[src/rtl/fetch_sequencer_if.sv]
// Instruction-fetch request bus: sequencer (master) drives the address and
// request, instruction memory (slave) answers with ready.
interface fetch_sequencer_if #(
  parameter int PC_W = 9
);
  logic            fetch_req;
  logic [PC_W-1:0] fetch_addr;
  logic            fetch_ready;

  modport master (output fetch_req, output fetch_addr, input fetch_ready);
  modport slave  (input fetch_req, input fetch_addr, output fetch_ready);
endinterface

[src/rtl/fetch_sequencer.sv]
// Fetch sequencer: owns the architectural PC, picks the next fetch address
// (sequential, EX redirect, or hold), handshakes with instruction memory and
// generates the IF/ID and ID/EX squash signals. Stops on halt or on a
// misaligned redirect target until reset.
module fetch_sequencer #(
  parameter int          PC_W     = 9,
  parameter int unsigned RESET_PC = 0
) (
  input  logic                clk,
  input  logic                rst_n,
  input  logic                stall,
  input  logic                redirect_valid,
  input  logic [31:0]         redirect_target,
  input  logic                halt_req,
  fetch_sequencer_if.master   fbus,
  output logic                flush_if_id,
  output logic                flush_id_ex,
  output logic                halted,
  output logic                misalign_err,
  output logic [15:0]         redirect_cnt
);

  typedef enum logic [1:0] {
    IDLE   = 2'd0,
    RUN    = 2'd1,
    HOLD   = 2'd2,
    HALTED = 2'd3
  } state_e;

  localparam logic [PC_W-1:0] PC_RST = PC_W'(RESET_PC);
  localparam logic [PC_W-1:0] PC_INC = PC_W'(4);

  state_e          state_q, state_d;
  logic [PC_W-1:0] pc_q, pc_d;
  logic [PC_W-1:0] pend_q, pend_d;
  logic [15:0]     cnt_q, cnt_d;
  logic            mis_q, mis_d;
  logic            cnt_inc;

  // Target decode: only the low PC_W bits form the address, only [1:0]
  // decide alignment; the upper target bits are intentionally dropped.
  logic            tgt_aligned;
  logic [PC_W-1:0] tgt_pc;
  logic            unused_tgt_hi;

  assign tgt_aligned   = (redirect_target[1:0] == 2'b00);
  assign tgt_pc        = redirect_target[PC_W-1:0];
  assign unused_tgt_hi = ^redirect_target[31:PC_W];

  // State, PC, pending target and status registers.
  always_ff @(posedge clk or negedge rst_n) begin
    if (!rst_n) begin
      state_q <= IDLE;
      pc_q    <= PC_RST;
      pend_q  <= '0;
      cnt_q   <= '0;
      mis_q   <= 1'b0;
    end else begin
      state_q <= state_d;
      pc_q    <= pc_d;
      pend_q  <= pend_d;
      cnt_q   <= cnt_d;
      mis_q   <= mis_d;
    end
  end

  // Next-state, next-PC and flush decode. Priority inside RUN/HOLD is
  // halt > misaligned redirect > aligned redirect > stall > sequential.
  always_comb begin
    state_d     = state_q;
    pc_d        = pc_q;
    pend_d      = pend_q;
    mis_d       = mis_q;
    cnt_inc     = 1'b0;
    flush_if_id = 1'b0;
    flush_id_ex = 1'b0;

    unique case (state_q)
      IDLE: begin
        // One dead cycle after reset before the first request.
        state_d = RUN;
      end

      RUN: begin
        if (halt_req) begin
          state_d = HALTED;
        end else if (redirect_valid && !tgt_aligned) begin
          mis_d   = 1'b1;
          state_d = HALTED;
        end else if (redirect_valid) begin
          flush_if_id = 1'b1;
          flush_id_ex = 1'b1;
          cnt_inc     = 1'b1;
          if (fbus.fetch_ready) begin
            pc_d = tgt_pc;
          end else begin
            // Memory has not taken the current address; it must stay put,
            // so park the target until the transfer completes.
            pend_d  = tgt_pc;
            state_d = HOLD;
          end
        end else if (stall) begin
          pc_d = pc_q;
        end else if (fbus.fetch_ready) begin
          pc_d = pc_q + PC_INC;
        end
      end

      HOLD: begin
        if (halt_req) begin
          state_d = HALTED;
        end else if (redirect_valid && !tgt_aligned) begin
          mis_d   = 1'b1;
          state_d = HALTED;
        end else if (redirect_valid) begin
          // A younger redirect supersedes the parked one.
          flush_if_id = 1'b1;
          flush_id_ex = 1'b1;
          cnt_inc     = 1'b1;
          if (fbus.fetch_ready) begin
            pc_d    = tgt_pc;
            state_d = RUN;
          end else begin
            pend_d = tgt_pc;
          end
        end else if (fbus.fetch_ready) begin
          // The stale instruction fetched at the old pc is squashed.
          pc_d        = pend_q;
          state_d     = RUN;
          flush_if_id = 1'b1;
        end
      end

      HALTED: begin
        state_d = HALTED;
      end

      default: begin
        state_d = IDLE;
      end
    endcase
  end

  // Saturating redirect counter.
  always_comb begin
    cnt_d = cnt_q;
    if (cnt_inc && (cnt_q != 16'hFFFF)) begin
      cnt_d = cnt_q + 16'd1;
    end
  end

  assign fbus.fetch_req  = (state_q == RUN) || (state_q == HOLD);
  assign fbus.fetch_addr = pc_q;
  assign halted          = (state_q == HALTED);
  assign misalign_err    = mis_q;
  assign redirect_cnt    = cnt_q;

endmodule

[src/flat_wrapper.sv]
// flat-port wrapper written by rule: the top's interface ports become plain ports
module fetch_sequencer_flat 
#(
  parameter int          PC_W     = 9,
  parameter int unsigned RESET_PC = 0
)
  (clk, rst_n, stall, redirect_valid, redirect_target, halt_req, flush_if_id, flush_id_ex, halted, misalign_err, redirect_cnt, fbus_fetch_req, fbus_fetch_addr, fbus_fetch_ready);
  fetch_sequencer_if #(.PC_W(PC_W)) fbus_i ();
  input  logic clk;
  input  logic rst_n;
  input  logic stall;
  input  logic redirect_valid;
  input  logic [31:0] redirect_target;
  input  logic halt_req;
  output logic flush_if_id;
  output logic flush_id_ex;
  output logic halted;
  output logic misalign_err;
  output logic [15:0] redirect_cnt;
  output wire logic [$bits(fbus_i.fetch_req)-1:0] fbus_fetch_req;
  output wire logic [$bits(fbus_i.fetch_addr)-1:0] fbus_fetch_addr;
  input wire logic [$bits(fbus_i.fetch_ready)-1:0] fbus_fetch_ready;
  assign fbus_fetch_req = fbus_i.fetch_req;
  assign fbus_fetch_addr = fbus_i.fetch_addr;
  assign fbus_i.fetch_ready = fbus_fetch_ready;
  fetch_sequencer #(.PC_W(PC_W), .RESET_PC(RESET_PC)) u_core (.clk(clk), .rst_n(rst_n), .stall(stall), .redirect_valid(redirect_valid), .redirect_target(redirect_target), .halt_req(halt_req), .fbus(fbus_i), .flush_if_id(flush_if_id), .flush_id_ex(flush_id_ex), .halted(halted), .misalign_err(misalign_err), .redirect_cnt(redirect_cnt));
endmodule
[config.mk]
export PLATFORM = sky130hd
export DESIGN_NAME = fetch_sequencer_flat
export DESIGN_NICKNAME = d
export VERILOG_FILES = /design/src/rtl/fetch_sequencer_if.sv /design/src/rtl/fetch_sequencer.sv /design/src/flat_wrapper.sv
export SDC_FILE = /design/constraint.sdc
export NUM_CORES = 1
export LEC_CHECK = 0
export BUFFER_PORTS_ARGS = -buffer_cell sky130_fd_sc_hd__buf_4
export CORE_ASPECT_RATIO = 0.9
export CORE_MARGIN = 3
export CORE_UTILIZATION = 46
export CTS_CLUSTER_SIZE = 20
export DETAILED_ROUTE_END_ITERATION = 8
export GPL_TIMING_DRIVEN = 0
export PLACE_DENSITY = 0.81
export SLEW_MARGIN = 20
export SYNTH_ARGS = -nofsm -noshare
export SYNTH_HDL_FRONTEND = slang
export SYNTH_SLANG_ARGS = --single-unit
[constraint.sdc]
create_clock -name clk -period 1.88 [get_ports clk]
set_input_delay 0.094 -clock clk [delete_from_list [all_inputs] [get_ports clk]]
set_output_delay 0.094 -clock clk [all_outputs]
set_load 0.01 [all_outputs]
==> summary.md, run 1 <==
| Metric | Value |
|---|---|
| Routed Antenna Nets | 0 |
| Mapped Area | 0.00218 mm2 |
| Actual slew at the worst max-slew pin | 654 ps |
| Clock skew | 3.58 ps |
| Worst-path fanout max | 6 |
| Max_cap viols | 0 |
| CTS Sinks | 37 |
| Synth top area cells | dfrtp_1 42%, xor2_1 5.6%, mux2_2 5.2% |
| WS Path Type | reg -> reg |
| Cells after synthesis | 210 |
| Finished Layout Cells | 341 |
| Maximum VDD drop | 0.552 mV |
| Routed Wire Length | 5.48 mm |
| Largest area contributor in the netlist | dfrtp_1 |
| Vias | 1942 |
| CP Capture Type | register |
| DR iter-0 viols | 53 |
| Synth cell count leaders | 37 x dfrtp_1, 14 x o21ai_0, 14 x xor2_1 |
| DR WL/cell | 16.1 um |
| Placed insts | 315 |
| Die Y-Extent | 71.3 um |
| Minimum clock period | 1930 ps |
| Outcome | complete, but fails checks |
| First-pass GRT wire length | 8.80 mm |
| Ys flop type | dfrtp_1 |
| Worst-case clock buffer depth | 2 |
| Worst-skew pair later-pin latency | 290 ps |
| # IOs | 68 |
| H-tree depth | 2 |
| Largest net degree at the start of global routing | 38 |
| Seq cells post-synth | 37 |
| Share of cells above drive strength 1 | 42.7% |
| Most numerous cell in the Yosys netlist | dfrtp_1 |
| IO buf count | 43 |
| Startpoint types | register |
| TritonCTS clock tree | done |
| Sequential cell area fraction in the yosys report | 42.4% |
| CTS root buf | clkbuf_8 |
| Worst setup margin | -45.7 ps |
| Die area | 0.00561 mm2 |
| Final Hold Viols | 0 |
| Nets | 324 |
| Initial antenna violation count | 0 |
| Post-synth EDFFs | 0 |
| Placeable Area | 0.00452 mm2 |
| Mean Syn Cell Area | 10.4 um2 |
| Setup TNS | -237 ps |
| CTS Buf Count | 5 |
| Initial Utilization | 48.3% |
| Async S/R FF share, synth | 100% |
| Warnings, synthesis | 0 |
| Grt total ovfl | 0 |
| Worst endpoint data arrival time | 2140 ps |
| Pwr/cell area | 1170 mW/mm2 |
| Width of the die | 78.6 um |
| Slew Limit Fails | 0 |
| Top cell type's share of synthesized area | 42.4% |
| Slew HR | 56.1% |
| Synthesized net count | 256 |
| Leakage power | 1.40 nW |
| Count of cell types in the netlist | 53 |
| Antenna cells | 0 |
| HPWL after DPL | 3.59 mm |
| RSZ-0062 raised after global routing | yes |
| Final worst path period share | 102% |
| Hold/Removal Path Class | in -> reg |
| Area grow syn2layout | 37.5% |
| CTS clk-pin slew, worst paths | 80 ps |
| Vias/cell | 5.70 |
| Drt drc | 0 |
| Total GRT Usage | 19.6% |
| Drt pass-1 iters | 4 |
| Critical Path RT | 2090 ps |
| Failing checks | setup timing |
| Setup-failing EPs final | 10 |
| Row count | 23 |
| Final Wtd Congestion | 0.823 |
| Via count of the first global-routing pass | 1887 |
| Top achievable clock speed | 0.519 GHz |
==> cells in the final DEF (no fill, tap or decap), types with 3 or more instances in the layout <==
cell,netlist,routed
o21ai_0,14,9
nand2b_1,3,3
nand2_1,12,11
and3_1,5,5
buf_6,0,3
dfrtp_1,37,36
inv_1,7,5
o21ai_1,0,3
a21oi_1,6,6
nor2_1,8,7
xor2_1,14,14
o2bb2ai_2,0,3
nor4_4,1,5
clkbuf_8,0,5
nor2b_1,7,7
nor3_1,8,6
mux2_2,10,10
buf_4,0,58
a32o_1,3,3
ha_1,8,5
nand3_1,7,7
o22ai_1,4,3
clkbuf_1,4,3
==> sequential cells by signal, summed over array words and instances, names as in the netlist <==
signal,count
u_core.misalign_err,1
u_core.fbus.fetch_addr,9
u_core.redirect_cnt,16
u_core.state_q,2
u_core.pend_q,9
==> stage by stage <==
stage               cell area (um2)  total power [mW]  util, %  hold slack [ps]  setup WS, ps
global route                   3000              3.73     66.4             41.3          -102
finish                         3000              3.51     66.4             46.4         -45.7
detailed placement             2580              2.52     57.2             81.1          -262
global placement               2580              2.48     57.2             83.2          -222
CTS                            2830              3.26     62.6             44.5         -20.6
floorplan                      2180              2.02        -             -202          17.9
==> critical path: stages (launching register included) <==
cell and delay, ps:
dfrtp_1 420, buf_4 160, ha_4 180, o221a_2 260, or4_4 470, o21bai_4 220, o2bb2ai_2 140
==> worst paths after layout <==
path                                                     startpoint                                     to  slack, ps  cells after the start
max in group asynchronous                                     rst_n          u_core.state_q[0]$_DFFE_PN0P_       1230                      2
worst max register to register        u_core.state_q[1]$_DFFE_PN0P_  u_core.fbus.fetch_addr[6]$_DFFE_PN0P_        -50                      6
worst min register to register  u_core.redirect_cnt[15]$_DFFE_PN0P_    u_core.redirect_cnt[15]$_DFFE_PN0P_        490                      1
min in group asynchronous                                     rst_n     u_core.redirect_cnt[6]$_DFFE_PN0P_        300                      2
worst max-delay path                  u_core.state_q[1]$_DFFE_PN0P_  u_core.fbus.fetch_addr[6]$_DFFE_PN0P_        -50                      6
worst min-delay path                             redirect_target[2]           u_core.pend_q[2]$_DFFE_PN0P_         50                      2
==> layout make-up <==
type | instances | area (um2)
Fill cell | 349 | 1520
Multi-Input combinational cell | 158 | 1380
Sequential cell | 37 | 927
Timing Repair Buffer | 61 | 472
Tap cell | 62 | 77.6
Clock buffer | 5 | 68.8
Buffer | 8 | 36.3
Inverter | 7 | 26.3
Clock inverter | 3 | 17.5
==> timing repair <==
action	4_1_cts	5_1_grt
setup buffers	10	7
endpoints found under the hold margin	37	0
endpoints found under the setup margin	28	30
pin swaps	5	13
resized for setup	19	29
hold buffers	1	0
==> cells by family after synthesis <==
family	Yosys count	share of synthesized area (%)
AO/OA/AOI/OAI	48	15.4
flip-flops	37	42.4
adder cells (fa/ha/maj)	8	4.59
AND/OR/NAND/NOR	75	22.5
XOR/XNOR	14	5.62
multiplexers	13	6.77
buffers and inverters	15	2.70
==> per-layer routing <==
metal / track usage, % / share of wire (%)
met1: 24.9 / 43
met2: 33.4 / 50
met3: 3.02 / 3.2
met4: 8.54 / 3.1
met5: 0 / 0
==> power by group <==
group	internal [mW]	total, mW	switching (mW)
Clock	0.256	0.547	0.291
Sequential	1.01	1.24	0.228
Combinational	0.909	1.72	0.813
Power figures use the tool's default switching activity.
==> run 2, diff against run 1 <==
--- a/config.mk
+++ b/config.mk
@@ -11,8 +11,8 @@
 export CORE_UTILIZATION = 46
 export CTS_CLUSTER_SIZE = 20
 export DETAILED_ROUTE_END_ITERATION = 8
-export GPL_TIMING_DRIVEN = 0
 export PLACE_DENSITY = 0.81
+export SKIP_CTS_REPAIR_TIMING = 1
 export SLEW_MARGIN = 20
 export SYNTH_ARGS = -nofsm -noshare
 export SYNTH_HDL_FRONTEND = slang
==> run 2 against run 1 <==
Combinational power shrank 3%. The run still ends with setup timing left. First-iteration DRC count grew 140%. Register-to-register slack improved by 20 ps. Core utilization down 0.80 points. Sequential share of layout area grew 0.38 points. Largest power group unchanged. Via count down 2.9%.
==> summary.md, run 2 (same netlist as run 1, synthesis figures left out) <==
| Metric | Value |
|---|---|
| Final Wtd Congestion | 0.813 |
| Busiest grt layer | met2 |
| Worst r2r src | u_core.state_q[1]$_DFFE_PN0P_ |
| Most common cell after layout, fill and taps aside | buf_4 |
| Outcome | complete, but fails checks |
| TritonCTS clock tree | done |
| Final Hold Slack | 56.2 ps |
| Maximum VDD drop | 0.566 mV |
| Drt pass-1 iters | 5 |
| DR iter-0 viols | 128 |
| HPWL after DPL | 3.71 mm |
| Initial antenna violation count | 0 |
| Startpoint types | register |
| Antenna cells | 0 |
| Slowest cell on crit path | or4_4 |
| First-pass GRT wire length | 8.22 mm |
| Setup TNS | -64.6 ps |
| Critical Path RT | 2090 ps |
| Final Hold Viols | 0 |
| # IOs | 68 |
| Pre-CTS setup slack | -92.8 ps |
| Worst setup margin | -21.9 ps |
| Filler cells | 362 |
| Area of the multi-input gates | 0.00134 mm2 |
| Largest stage delay, worst path | 560 ps |
| Routed Antenna Nets | 0 |
| M2 GR Usage | 29.2% |
| Slew Limit Fails | 0 |
| Die area | 0.00561 mm2 |
| Hold path start | redirect_target[8] |
| Vias | 1885 |
| Setup-failing EPs final | 4 |
| Worst-case clock buffer depth | 2 |
| RSZ-0062 raised after global routing | yes |
| Final worst path period share | 101% |
| Slew HR | 58.6% |
| Via count of the first global-routing pass | 1708 |
| Commonest non-fill, non-tap cells in the layout | 60 x buf_4, 36 x dfrtp_1, 14 x o21ai_0, 14 x xor2_1, 12 x nand2_1 |
| DR WL/cell | 15.9 um |
| IO buf count | 44 |
| CTS Buf Count | 5 |
| Row count | 23 |
| Drt drc | 0 |
| Worst endpoint data arrival time | 2110 ps |
| Width of the die | 78.6 um |
| Actual slew at the worst max-slew pin | 616 ps |
| Leakage power | 1.38 nW |
| Sequential cell area | 927 um2 |
| Grt met1 use | 26.1% |
| Max_cap viols | 0 |
| Pwr/cell area | 1160 mW/mm2 |
| Nets | 319 |
| Top achievable clock speed | 0.526 GHz |
| Largest register FFs | 16 |
| Failing checks | setup timing |
| Die Y-Extent | 71.3 um |
| CTS clk-pin slew, worst paths | 70 ps |
| Worst-path fanout max | 5 |
| Initial Utilization | 48.3% |
| Placeable Area | 0.00452 mm2 |
| Routed Wire Length | 5.32 mm |
| Crit path launch | u_core.state_q[1]$_DFFE_PN0P_ |
| H-tree depth | 2 |
| Vias/cell | 5.63 |
| Hold/Removal Path Class | in -> reg |
| Worst path cell trace | inv_2 -> ha_4 -> and3b_2 -> or4_4 -> o21bai_4 -> o2bb2ai_1 |
| Share of cells above drive strength 1 | 41.8% |
| Area grow syn2layout | 35.8% |
| Worst-skew pair later-pin latency | 280 ps |
| Met3 GRT Util | 4.27% |
| CTS Sinks | 37 |
| Clock skew | 1.60 ps |
| CP Capture Type | register |
| Final Core Density | 65.6% |
| Final Power | 3.44 mW |
| Grt total ovfl | 0 |
| Minimum clock period | 1900 ps |
| Total GRT Usage | 18.7% |
| WS Path Type | reg -> reg |
| Largest net degree at the start of global routing | 38 |
| CTS root buf | clkbuf_8 |
run 2: cell types whose count changed in the layout (fill, tap and decap cells not counted), sizes merged:
| cell | before | now |
|---|---|---|
| buf | 65 | 63 |
| clkinv | 2 | 0 |
| clkbuf | 8 | 7 |
| clkinvlp | 1 | 0 |
run 2: worst max-delay path, delay by kind of cell, from the launching register on:
family | cells | cell delay, ps
AO/OA/AOI/OAI | 2 | 340
adder cells (fa/ha/maj) | 1 | 180
buffers and inverters | 1 | 100
flip-flops | 1 | 400
AND/OR/NAND/NOR | 2 | 800
run 2: worst paths after layout:
path	end	slack, ps	cells past startpoint
setup reg to reg	u_core.fbus.fetch_addr[6]$_DFFE_PN0P_	-20	6
setup / recovery	u_core.fbus.fetch_addr[6]$_DFFE_PN0P_	-20	6
min in group asynchronous	u_core.redirect_cnt[6]$_DFFE_PN0P_	310	2
hold reg to reg	u_core.redirect_cnt[15]$_DFFE_PN0P_	490	1
hold / removal	u_core.pend_q[8]$_DFFE_PN0P_	60	2
max in group asynchronous	u_core.state_q[0]$_DFFE_PN0P_	1220	2
run 2: layout make-up:
| class | count | area share (%) |
|---|---|---|
| Clock buffer | 7 | 2.91 |
| Inverter | 7 | 0.971 |
| Multi-Input combinational cell | 158 | 45.3 |
| Sequential cell | 37 | 31.3 |
| Tap cell | 62 | 2.62 |
| Timing Repair Buffer | 64 | 17.0 |
run 2: through the flow:
stage	instances	cell area, um2
after floorplan	210	2180
after global placement	326	2710
after detailed placement	326	2710
after CTS	333	2790
after global routing	335	2960
final	335	2960
run 2: power by group:
group / internal [mW] / switching [mW]
Combinational: 0.882 / 0.778
Clock: 0.291 / 0.263
Sequential: 1.01 / 0.218
run 2: per-layer routing:
metal  wire length [um]  vias to the layer above  share of wire, %
li1                   -                      902                 -
met1               2360                      924                44
met2               2670                       53                50
met3                223                        6               4.2
met4                 61                        0               1.1
met5                  0                        -                 0
